## config.mk

```make
export PLATFORM = sky130hd
export DESIGN_NAME = i2c_led_regs
export DESIGN_NICKNAME = d
export VERILOG_FILES = /design/src/rtl/i2c_led_pkg.sv /design/src/rtl/i2c_sync_edge.sv /design/src/rtl/i2c_led_regs.sv
export SDC_FILE = /design/constraint.sdc
export NUM_CORES = 1
export LEC_CHECK = 0
export ABC_AREA = 1
export CAP_MARGIN = 20
export CORE_MARGIN = 3
export CORE_UTILIZATION = 56
export DETAILED_ROUTE_END_ITERATION = 16
export GPL_ROUTABILITY_DRIVEN = 0
export MAX_ROUTING_LAYER = met4
export PLACE_DENSITY_LB_ADDON = 0.05
export SLEW_MARGIN = 20
export SYNTH_ARGS = -nofsm -noshare
export SYNTH_HDL_FRONTEND = slang
export SYNTH_SLANG_ARGS = --single-unit
```

## constraint.sdc

```tcl
create_clock -name clk -period 2 [get_ports clk]
set_input_delay 0.3 -clock clk [delete_from_list [all_inputs] [get_ports clk]]
set_output_delay 0.3 -clock clk [all_outputs]
set_load 0.01 [all_outputs]
```

## src/rtl/i2c_led_pkg.sv

```systemverilog
// Shared types and constants for the I2C-controlled LED register file.
package i2c_led_pkg;

   localparam int DATA_W = 8;

   typedef enum logic [3:0] {
      ST_IDLE,
      ST_ADDR,
      ST_ADDR_ACK,
      ST_PTR,
      ST_PTR_ACK,
      ST_WR_DATA,
      ST_WR_ACK,
      ST_RD_DATA,
      ST_RD_ACK,
      ST_IGNORE
   } state_t;

   localparam logic [1:0] REG_PATTERN = 2'd0;
   localparam logic [1:0] REG_CTRL    = 2'd1;
   localparam logic [1:0] REG_DIV_LO  = 2'd2;
   localparam logic [1:0] REG_DIV_HI  = 2'd3;

   localparam logic [DATA_W-1:0]   RST_PATTERN = 8'h1E;
   localparam logic [DATA_W-1:0]   RST_CTRL    = 8'h01;
   localparam logic [2*DATA_W-1:0] RST_DIVIDER = 16'h00B7;

endpackage

```

## src/rtl/i2c_sync_edge.sv

```systemverilog
// Two-flop synchronizer for one asynchronous bus line, plus a history flop
// for rise/fall detection. Not reset, so a reset never fabricates an edge.
module i2c_sync_edge
   import i2c_led_pkg::*;
(
   input  logic clk,
   input  logic din,
   output logic lvl,
   output logic rise,
   output logic fall
);

   logic meta_p0;
   logic sync_p1;
   logic hist_p2;

   always_ff @(posedge clk) begin
      meta_p0 <= din;
      sync_p1 <= meta_p0;
      hist_p2 <= sync_p1;
   end

   assign lvl  = sync_p1;
   assign rise = sync_p1 & ~hist_p2;
   assign fall = ~sync_p1 & hist_p2;

endmodule

```

## src/rtl/i2c_led_regs.sv

```systemverilog
// I2C slave holding the LED rotator's pattern, control and divider registers;
// pulses pattern_load whenever the pattern register is written.
module i2c_led_regs
   import i2c_led_pkg::*;
#(
   parameter logic [6:0] I2C_ADDR = 7'h42
) (
   input  logic        clk,
   input  logic        rst,
   input  logic        scl_in,
   input  logic        sda_in,
   output logic        sda_oe,
   output logic [7:0]  pattern,
   output logic [7:0]  ctrl,
   output logic [15:0] divider,
   output logic        pattern_load
);

   logic scl_lvl, scl_rise, scl_fall;
   logic sda_lvl, sda_rise, sda_fall;

   i2c_sync_edge u_scl (.clk(clk), .din(scl_in), .lvl(scl_lvl), .rise(scl_rise), .fall(scl_fall));
   i2c_sync_edge u_sda (.clk(clk), .din(sda_in), .lvl(sda_lvl), .rise(sda_rise), .fall(sda_fall));

   logic start, stop;
   assign start = sda_fall & scl_lvl;
   assign stop  = sda_rise & scl_lvl;

   state_t      state, state_nxt;
   logic [2:0]  cnt;
   logic [1:0]  ptr;
   logic        rw_q;
   logic [7:0]  shreg;
   logic [7:0]  byte_in;
   logic        oe_nxt;
   logic        scl_fall_p1;

   assign byte_in = {shreg[6:0], sda_lvl};

   function automatic logic [7:0] rd_mux(input logic [1:0] p);
      case (p)
         REG_PATTERN: rd_mux = pattern;
         REG_CTRL:    rd_mux = ctrl;
         REG_DIV_LO:  rd_mux = divider[7:0];
         default:     rd_mux = divider[15:8];
      endcase
   endfunction

   always_ff @(posedge clk) begin
      if (rst) state <= ST_IDLE;
      else     state <= state_nxt;
   end

   // START outranks a coincident bit sample
   always_comb begin
      state_nxt = state;
      if (stop)
         state_nxt = ST_IDLE;
      else if (start)
         state_nxt = ST_ADDR;
      else if (scl_rise) begin
         case (state)
            ST_ADDR:     if (cnt == 3'd7)
                            state_nxt = (shreg[6:0] == I2C_ADDR) ? ST_ADDR_ACK : ST_IGNORE;
            ST_ADDR_ACK: state_nxt = rw_q ? ST_RD_DATA : ST_PTR;
            ST_PTR:      if (cnt == 3'd7) state_nxt = ST_PTR_ACK;
            ST_PTR_ACK:  state_nxt = ST_WR_DATA;
            ST_WR_DATA:  if (cnt == 3'd7) state_nxt = ST_WR_ACK;
            ST_WR_ACK:   state_nxt = ST_WR_DATA;
            ST_RD_DATA:  if (cnt == 3'd7) state_nxt = ST_RD_ACK;
            ST_RD_ACK:   state_nxt = sda_lvl ? ST_IGNORE : ST_RD_DATA;
            default:     state_nxt = state;
         endcase
      end
   end

   always_comb begin
      oe_nxt = 1'b0;
      case (state)
         ST_ADDR_ACK, ST_PTR_ACK, ST_WR_ACK: oe_nxt = 1'b1;
         ST_RD_DATA:                         oe_nxt = ~shreg[7];
         default:                            oe_nxt = 1'b0;
      endcase
   end

   // extra stage puts the SDA update a fixed 4 clk after the SCL pin falls
   always_ff @(posedge clk) begin
      if (rst) begin
         scl_fall_p1 <= 1'b0;
         sda_oe      <= 1'b0;
      end else begin
         scl_fall_p1 <= scl_fall;
         if (stop)
            sda_oe <= 1'b0;
         else if (scl_fall_p1)
            sda_oe <= oe_nxt;
      end
   end

   always_ff @(posedge clk) begin
      if (rst) begin
         cnt          <= 3'd0;
         ptr          <= REG_PATTERN;
         rw_q         <= 1'b0;
         pattern      <= RST_PATTERN;
         ctrl         <= RST_CTRL;
         divider      <= RST_DIVIDER;
         pattern_load <= 1'b0;
      end else begin
         pattern_load <= 1'b0;
         if (start || stop)
            cnt <= 3'd0;
         else if (scl_rise) begin
            case (state)
               ST_ADDR, ST_PTR, ST_WR_DATA, ST_RD_DATA: begin
                  cnt   <= cnt + 3'd1;
                  shreg <= byte_in;
                  if (cnt == 3'd7) begin
                     if (state == ST_ADDR) rw_q <= sda_lvl;
                     if (state == ST_PTR)  ptr  <= byte_in[1:0];
                     if (state == ST_WR_DATA) begin
                        case (ptr)
                           REG_PATTERN: begin
                              pattern      <= byte_in;
                              pattern_load <= 1'b1;
                           end
                           REG_CTRL:    ctrl           <= byte_in;
                           REG_DIV_LO:  divider[7:0]   <= byte_in;
                           default:     divider[15:8]  <= byte_in;
                        endcase
                        ptr <= ptr + 2'd1;
                     end
                  end
               end
               ST_ADDR_ACK: shreg <= rd_mux(ptr);
               ST_RD_ACK: if (!sda_lvl) begin
                  ptr   <= ptr + 2'd1;
                  shreg <= rd_mux(ptr + 2'd1);
               end
               default: ;
            endcase
         end
      end
   end

endmodule

```

==> reports/summary.txt <==
Outcome -> completed
Cell taking the most area after synthesis -> dfxtp_1
Pwr dens -> 617.9 nW/um^2
Root Driver -> clkbuf_8
Die Area -> 6668 um^2
Worst Path Required -> 2.18 ns
CTS Hold Buffers Added -> 0
Final WL -> 9.065 mm
Reg2reg end -> shreg[7]
Layout Skew -> 0.01152 ns
Post-Syn Instances -> 459
Drt via density -> 5.729
Fin. Hold Viols -> 0
CTS max path bufs -> 2
Pin count of the biggest net entering global routing -> 36
Rel. slew slack -> 71.08%
Register-to-Register Path Depth -> 7
Top FF cell, synth -> dfxtp_1
Static Leak -> 0.001772 uW
Final Power -> 2383 uW
Diodes inserted -> 0
Core Area -> 5335 um^2
Vias post-DR -> 3317
RSZ-0062 raised after global routing -> false
Register Area -> 1261 um^2
Pre-Repair DR Iteration Count -> 5
H-tree lvl count -> 3
CP Launch Point -> ptr[1]
Setup crit start kind -> flip-flop
Ratio of cells with drive above 1 in the final layout -> 10.22%
GRT overflow -> 0
R2r setup slk -> 0.19 ns
Crit path max fanout -> 18
Worst-path clk slew -> 0.06 ns
Vias in the first global route -> 3173
Rows -> 26
Critical Path AT -> 2.00 ns
Pre-CTS setup slack -> 0.1066 ns
Final net count -> 517
Synthesis-stage register bit count -> 59
Area contributors post-synth -> dfxtp_1 (32%), nand2_1 (12%), nor2_1 (12%)
Area of the multi-input gates -> 1645 um^2
Sum Neg Setup Slack -> 0 ns
Width of the chip -> 81.66 um
Final WS setup -> 0.1890 ns
Die Ht -> 81.66 um
Worst-Margin Slew -> 0.4338 ns
Top-area cell type share of the netlist area -> 31.85%
CTS buffer count -> 9
Syn Area/Cell -> 6.984 um^2
DRC -> 0
Most used cells in the layout excluding fill and tap cells -> nor2_1 (99), nand2_1 (99), dfxtp_1 (51)
CTS tree -> yes
Netlist cell types -> 32
Total global routing track utilization -> 30.32%
Sequential-to-total area share from yosys stat -> 39.34%
Endpoint of the most critical setup path -> shreg[7]
IO Port Bufs -> 37
Antenna violations before repair -> 0
DRT iter0 DRCs -> 342
Io pins -> 38
FMAX -> 552.2 MHz
GR peak layer -> met2
RR Startpoint -> ptr[1]
Async SR Flop Fraction -> 0%
Met3 GRT Util -> 8.443%
Syn nets -> 471
CP endpoint kind -> flip-flop
Fill cell count -> 435
Hold crit path type -> flip-flop to flip-flop
Clk_lat worst skew -> 0.35 ns
WHS -> 0.3282 ns
Met2 usage -> 49.27%
Tcrit/Tclk final -> 90.55%
Peak supply drop -> 0.5401 mV
First-pass GRT wire length -> 14.81 mm
EDFF count, synth -> 8
TritonCTS sink count -> 59
Area after DPL -> 3671 um^2
Post-Syn Area -> 3206 um^2
Final ANT Viol Nets -> 0
Yosys warns -> 0
Final setup viols -> 0
Post-route cell area -> 3856 um^2
Met1 usage -> 34.59%
DP HPWL -> 6.342 mm
Initial core utilization -> 60.08%
Worst Path Class, Setup -> flip-flop to flip-flop
Wire length per cell -> 15.66 um
Area Overhead vs Synth -> 20.30%
Max_cap viols -> 0
Final slew viol count -> 0
Tmin final -> 1.811 ns
flip-flops by register name, indices dropped and copies added (netlist names), 2 cells and up:
name / cells
divider: 16
ctrl: 8
pattern: 8
shreg: 8
state: 4
cnt: 3
ptr: 2
worst min path at each step:
stage / startpoint / end / cells after the start
CTS: u_scl.meta_p0 / u_scl.lvl / 0
global placement: u_scl.meta_p0 / u_scl.lvl / 0
detailed placement: u_scl.meta_p0 / u_scl.lvl / 0
finish: u_scl.meta_p0 / u_scl.lvl / 0
floorplan: u_scl.meta_p0 / u_scl.lvl / 0
global route: u_scl.meta_p0 / u_scl.lvl / 0
cells by family (layout without fill, tap and decap cells):
group / Yosys count / in the layout / synth area share, %
simple gates: 265 / 265 / 36.42
buf+inv: 70 / 120 / 9.407
flops: 59 / 59 / 39.34
compound gates: 56 / 56 / 11.44
fa+ha+maj: 8 / 8 / 3.123
xor+xnor: 1 / 1 / 0.2733
cell usage after synthesis (4+ instances only):
cell type / number
nor2_2: 4
a21oi_1: 23
edfxtp_1: 8
clkbuf_1: 7
nor3_1: 4
dfxtp_1: 51
inv_2: 5
nor2_1: 99
o221ai_1: 16
o21ai_0: 6
ha_1: 8
nand2_1: 99
inv_1: 46
o211ai_1: 8
nand3_1: 44
worst max-delay path: stages (launching register included):
cell and delay [ns]:
dfxtp_1 0.35, inv_1 0.12, ha_1 0.43, clkinv_1 0.12
buf_4 0.23, o221ai_1 0.21, nand2_1 0.09, o211ai_1 0.10
where the power goes:
| part | switching (uW) | internal [uW] |
|---|---|---|
| Sequential | 9.55 | 1210 |
| Clock | 471 | 540 |
| Combinational | 100 | 50.1 |
through the flow:
stage                     cells  utilization, %
after floorplan             459               -
after global placement      564           68.81
after detailed placement    564           68.81
after CTS                   579           72.16
after global routing        579           72.28
final                       579           72.28
routing by layer:
layer	part of all wire (%)	vias up	wire length, um
li1	-	1576	-
met4	3.9	0	356
met3	8.1	37	738
met1	39	1530	3570
met2	49	174	4400
met5	0	-	0
final cells by class:
| type | instances | share of cell area (%) |
|---|---|---|
| clock inverters | 2 | 0.2596 |
| inverters | 55 | 5.581 |
| multi-input cells | 330 | 42.67 |
| flip-flops and latches | 59 | 32.71 |
| well taps | 70 | 2.271 |
| clock buffers | 13 | 4.380 |
| repair buffers | 50 | 12.13 |
what timing repair did:
item | 4_1_cts | 5_1_grt
resized for setup | 0 | 2
endpoints found under the setup margin | 0 | 12
setup buffers | 0 | 0
No activity file was read; power rests on OpenSTA's default activity.
